## config.mk

```make
export PLATFORM = sky130hd
export DESIGN_NAME = signed_compare_unit
export DESIGN_NICKNAME = d
export VERILOG_FILES = /design/src/rtl/cmp_pkg.sv /design/src/rtl/adder32b.sv /design/src/rtl/signed_compare_unit.sv
export SDC_FILE = /design/constraint.sdc
export NUM_CORES = 1
export LEC_CHECK = 0
export CELL_PAD_IN_SITES_DETAIL_PLACEMENT = 0
export CELL_PAD_IN_SITES_GLOBAL_PLACEMENT = 1
export CORE_MARGIN = 1.5
export CORE_UTILIZATION = 36
export DETAILED_ROUTE_END_ITERATION = 16
export GPL_ROUTABILITY_DRIVEN = 0
export PLACE_DENSITY_LB_ADDON = 0.12
export SYNTH_ARGS = -nofsm -noshare
export SYNTH_HDL_FRONTEND = slang
export SYNTH_SLANG_ARGS = --single-unit
```

## constraint.sdc

```tcl
create_clock -name clk -period 0.8 [get_ports clk]
set_input_delay 0.08 -clock clk [delete_from_list [all_inputs] [get_ports clk]]
set_output_delay 0.08 -clock clk [all_outputs]
set_load 0.02 [all_outputs]
```

## src/rtl/cmp_pkg.sv

```systemverilog
// Shared types and constants for the registered signed compare unit.
package cmp_pkg;

    localparam int CMP_WIDTH = 32;

    typedef logic [CMP_WIDTH-1:0] word_t;

    typedef struct packed {
        word_t diff;
        logic  carry_out;
        logic  eq;
        logic  lt;
        logic  ltu;
    } cmp_result_t;

endpackage : cmp_pkg

```

## src/rtl/adder32b.sv

```systemverilog
// 32-bit adder/subtractor: S = A + B, or A + ~B + 1 when SUB is set.
module adder32b
    import cmp_pkg::*;
(
    input  word_t A,
    input  word_t B,
    input  logic  SUB,
    output word_t S,
    output logic  COUT
);

    word_t              b_eff;
    logic [CMP_WIDTH:0] total;

    always_comb begin
        b_eff = B ^ {CMP_WIDTH{SUB}};
        total = {1'b0, A} + {1'b0, b_eff} + {{CMP_WIDTH{1'b0}}, SUB};
    end

    assign {COUT, S} = total;

endmodule : adder32b

```

## src/rtl/signed_compare_unit.sv

```systemverilog
// Registered A-B compare (eq, signed lt, carry) with one-cycle latency.
// Optional unsigned less-than output is enabled by defining CMP_UNSIGNED_EN.
module signed_compare_unit
    import cmp_pkg::*;
#(
    parameter int WIDTH = CMP_WIDTH
)
(
    input  logic             clk,
    input  logic             rst_n,
    input  logic             in_valid,
    input  logic [WIDTH-1:0] a,
    input  logic [WIDTH-1:0] b,
    output logic             out_valid,
    output logic [WIDTH-1:0] diff,
    output logic             carry_out,
    output logic             eq,
    output logic             lt
`ifdef CMP_UNSIGNED_EN
    ,
    output logic             ltu
`endif
);

    localparam int MSB = CMP_WIDTH - 1;

    word_t       sum;
    logic        cout;
    cmp_result_t res_d;
    logic        out_valid_d;

    logic        out_valid_q;
    word_t       diff_q;
    logic        carry_out_q;
    logic        eq_q;
    logic        lt_q;

    adder32b u_adder (
        .A    (a),
        .B    (b),
        .SUB  (1'b1),
        .S    (sum),
        .COUT (cout)
    );

    always_comb begin
        // NOTE: every field gets a default before use, so no latch can be inferred.
        res_d           = '0;
        res_d.diff      = sum;
        res_d.carry_out = cout;
        res_d.eq        = ~|sum;
        // Differing signs: A < B iff A is negative; equal signs cannot overflow.
        res_d.lt        = (a[MSB] & ~b[MSB]) | (~(a[MSB] ^ b[MSB]) & sum[MSB]);
        res_d.ltu       = ~cout;
        out_valid_d     = in_valid;
    end

    // NOTE: state uses non-blocking assignments so all flops update from pre-edge values.
    always_ff @(posedge clk or negedge rst_n) begin
        if (!rst_n) begin
            out_valid_q <= 1'b0;
            diff_q      <= '0;
            carry_out_q <= 1'b0;
            eq_q        <= 1'b0;
            lt_q        <= 1'b0;
        end else begin
            out_valid_q <= out_valid_d;
            if (in_valid) begin
                diff_q      <= res_d.diff;
                carry_out_q <= res_d.carry_out;
                eq_q        <= res_d.eq;
                lt_q        <= res_d.lt;
            end
        end
    end

`ifdef CMP_UNSIGNED_EN
    logic ltu_q;

    always_ff @(posedge clk or negedge rst_n) begin
        if (!rst_n) begin
            ltu_q <= 1'b0;
        end else if (in_valid) begin
            ltu_q <= res_d.ltu;
        end
    end

    assign ltu = ltu_q;
`else
    logic unused_ltu;
    assign unused_ltu = res_d.ltu;
`endif

    assign out_valid = out_valid_q;
    assign diff      = diff_q;
    assign carry_out = carry_out_q;
    assign eq        = eq_q;
    assign lt        = lt_q;

endmodule : signed_compare_unit

```

==> impl_results.md, run 1 <==
* Status: complete, but fails checks
* Violated checks: setup timing
* CP required at 1.02 ns
* IO Pins at 103
* Crit path launch: a[20]
* Worst Hold Class: in2reg
* Share of cells above drive strength 1 at 0.651
* Peak supply drop at 820 uV
* Hold Path End: diff[0]$_DFFE_PN0P_
* TNS Setup at -47.45 ns
* Core ar. at 0.00968 mm^2
* Aggregate routed wire length at 16400 um
* Power per cell area at 1500 mW/mm^2
* Reg-to-Reg End: diff[10]$_DFFE_PN0P_
* Synth Net Count at 530
* Hold Vio Cnt, Final at 0
* GRT overflow at 0
* R2r worst-path depth at 2
* Async SR Flop Fraction at 1.00
* Setup violations, final at 71
* Pleak at 3.59 nW
* Area grow syn2layout at 123%
* Vias at 4862
* Min Clock Period, post-route at 3.82 ns
* Worst Path Arrival at 4.04 ns
* DRC Markers at 0
* Slew headroom at 0.555
* Initial antenna violation count at 0
* Top cell type by total area after synthesis: dfrtp_1
* Yosys cell types at 63
* Die area at 0.0105 mm^2
* Final Slew Violations at 0
* Post-synth top area share at 0.253
* Post-synth top flop: dfrtp_1
* Fin util at 0.822
* HPWL Detailed at 9840 um
* Max_cap viols at 0
* Total Routing Usage GR at 0.289
* Drt via density at 5.51
* Worst-path maximum fanout at 2
* TritonCTS Buffers at 5
* Pre-CTS setup slack at -3.56 ns
* Vias in the first global route at 4910
* DP Cell Count at 803
* Critical path launch point type: input pin
* Initial core utilization at 0.368
* Sink Count at 36
* Critical setup path kind: in2reg
* Worst R2R Start: diff[10]$_DFFE_PN0P_
* Seq/Total Area, Yosys at 0.253
* CTS tree: yes
* Hold_sp: b[0]
* Skew-Pair Late Insertion Delay at 0.29 ns
* Largest net degree at the start of global routing at 39
* Post-synth EDFFs at 0
* DRT iter0 DRCs at 265
* First-pass GRT wire length at 23700 um
* CTS H-Tree Depth at 2
* Hold path cells at 3
* DIE HEIGHT at 103 um
* Final clock skew at 0 ns
* CTS clk-pin slew, worst paths at 0.09 ns
* Worst-case clock buffer depth at 2
* R2r setup slk at -0.11 ns
* Antenna Cells at 0
* Achievable clock frequency at 262 MHz
* FF+latch count, synth at 36
* I/O Buffers at 102
* Avg Inst Size Synth at 8.32 um^2
* Worst hold slack at 0.117 ns
* Synthesized area at 0.00357 mm^2
* Synth Instances at 429
* Ys Warns at 0
* Synth top area cells: dfrtp_1, ha_1, mux2_2
* Detail Route Antenna Nets at 0
* DR pass1 iterations at 5
* Final worst slack at -3.02 ns
* Chip Width at 103 um
* WL per Instance at 18.6 um
* Fin crit share at 4.78
* Std cell rows at 36
* Final net count at 850
* Root buffer cell: clkbuf_8
* Slew @ Worst Pin at 0.661 ns
* RSZ-0062 raised after global routing: true
* Crit path capture type: flop
* Final Non-Filler Cells at 883
critical path: stages:
cell,delay (ns)
clkdlybuf4s15_2,0.20
ha_4,0.27
nand4_1,0.19
nor4_2,0.25
o211ai_1,0.19
o211ai_1,0.13
buf_4,0.17
a311o_1,0.25
nand3_2,0.13
a21boi_2,0.16
nor2_1,0.07
fa_2,0.54
nand4_1,0.12
a2111o_1,0.31
nor4bb_1,0.28
nand4b_1,0.16
nor4_1,0.29
nand4_1,0.13
o21ai_1,0.11
sequential cells by signal (all words and copies together) (netlist names):
signal	cells
lt	1
out_valid	1
carry_out	1
eq	1
diff	32
kinds of logic (layout without fill, tap and decap cells):
group / count (synthesis) / after routing / share of synthesized area
AO/OA/AOI/OAI: 144 / 144 / 0.282
AND/OR/NAND/NOR: 117 / 117 / 0.174
buffers and inverters: 61 / 382 / 0.0645
flip-flops: 36 / 36 / 0.253
adder cells (fa/ha/maj): 34 / 34 / 0.123
XOR/XNOR: 19 / 19 / 0.0467
multiplexers: 18 / 18 / 0.0565
area by class of cell:
cell class | count | area [um^2]
Inverter | 49 | 229
Multi-Input combinational cell | 332 | 3620
Fill cell | 535 | 1720
Sequential cell | 36 | 901
Timing Repair Buffer | 325 | 2940
Clock buffer | 5 | 68.8
Tap cell | 133 | 166
Clock inverter | 3 | 42.5
routing by layer:
metal  global-route usage  routed length (um)  vias up
met5                    0                   0        -
met4               0.0991                 562        0
met2                0.529                8520      210
met3               0.0481                 815       59
li1                     -                   -     2224
met1                0.342                6500     2369
how the worst max path moves through the flow:
stage and to:
5_1_grt eq$_DFFE_PN0P_, 3_5_place_dp eq$_DFFE_PN0P_, 6_report eq$_DFFE_PN0P_, 4_1_cts eq$_DFFE_PN0P_, 3_3_place_gp eq$_DFFE_PN0P_, 2_1_floorplan eq$_DFFE_PN0P_
synth_stat cells, types with 4 or more instances:
cell type / count
nand2_1: 24
a21o_1: 14
a21oi_1: 28
ha_1: 32
xnor2_1: 12
nor3_1: 9
o21ai_0: 34
o21a_1: 5
nor2_1: 20
or3_1: 6
and2_1: 6
o211ai_1: 8
and3_1: 8
nand3_1: 12
nand4_1: 9
xor2_1: 7
nor2b_1: 5
a31oi_1: 9
a211oi_1: 6
o21bai_1: 4
clkbuf_1: 10
inv_1: 49
dfrtp_1: 36
mux2_2: 17
stage by stage:
step                      area, um^2  total power, mW
after floorplan                 3990             5.14
after global placement          6210             7.89
after detailed placement        6210             8.00
after CTS                       7640             11.1
after global routing            7960             12.5
final                           7960             12.0
cell usage in the layout, fill, tap and decap left out, types with 6 or more instances in the layout:
master           instances
nand4_1                  9
a31oi_4                  6
a21oi_4                  6
inv_2                   17
a21oi_1                 11
dfrtp_1                 36
o211ai_1                 8
clkdlybuf4s50_1         16
buf_4                  162
nor2_1                  18
buf_6                  111
o21ai_1                 15
nor3_1                   7
inv_1                   24
nand2_1                 23
xnor2_2                  7
o21ai_2                  9
and3_1                   8
ha_4                    28
o21ai_0                 10
buf_2                   15
a21oi_2                 11
nand3_1                  6
clkbuf_2                 7
mux2_2                   8
a21o_1                  14
mux2_4                   9
repair_timing:
item	CTS	global route
pin swaps	75	56
endpoints found under the hold margin	36	0
endpoints found under the setup margin	72	71
gates resized for setup	550	108
gates cloned	0	1
buffers inserted	99	39
hold buffers	1	0
where the power goes:
part	internal (mW)	switching, mW
clock	0.924	0.786
combinational	4.31	3.45
sequential	2.20	0.315
Note: power is estimated with default switching activity, not from simulation.
==> run 2: changes to the inputs <==
--- a/config.mk
+++ b/config.mk
@@ -9,6 +9,7 @@
 export CELL_PAD_IN_SITES_GLOBAL_PLACEMENT = 1
 export CORE_MARGIN = 1.5
 export CORE_UTILIZATION = 36
+export CTS_BUF_LIST = sky130_fd_sc_hd__clkbuf_8
 export DETAILED_ROUTE_END_ITERATION = 16
 export GPL_ROUTABILITY_DRIVEN = 0
 export PLACE_DENSITY_LB_ADDON = 0.12
==> results of run 2 <==
No change in the layout: final DEF, timing and power equal those of run 1.
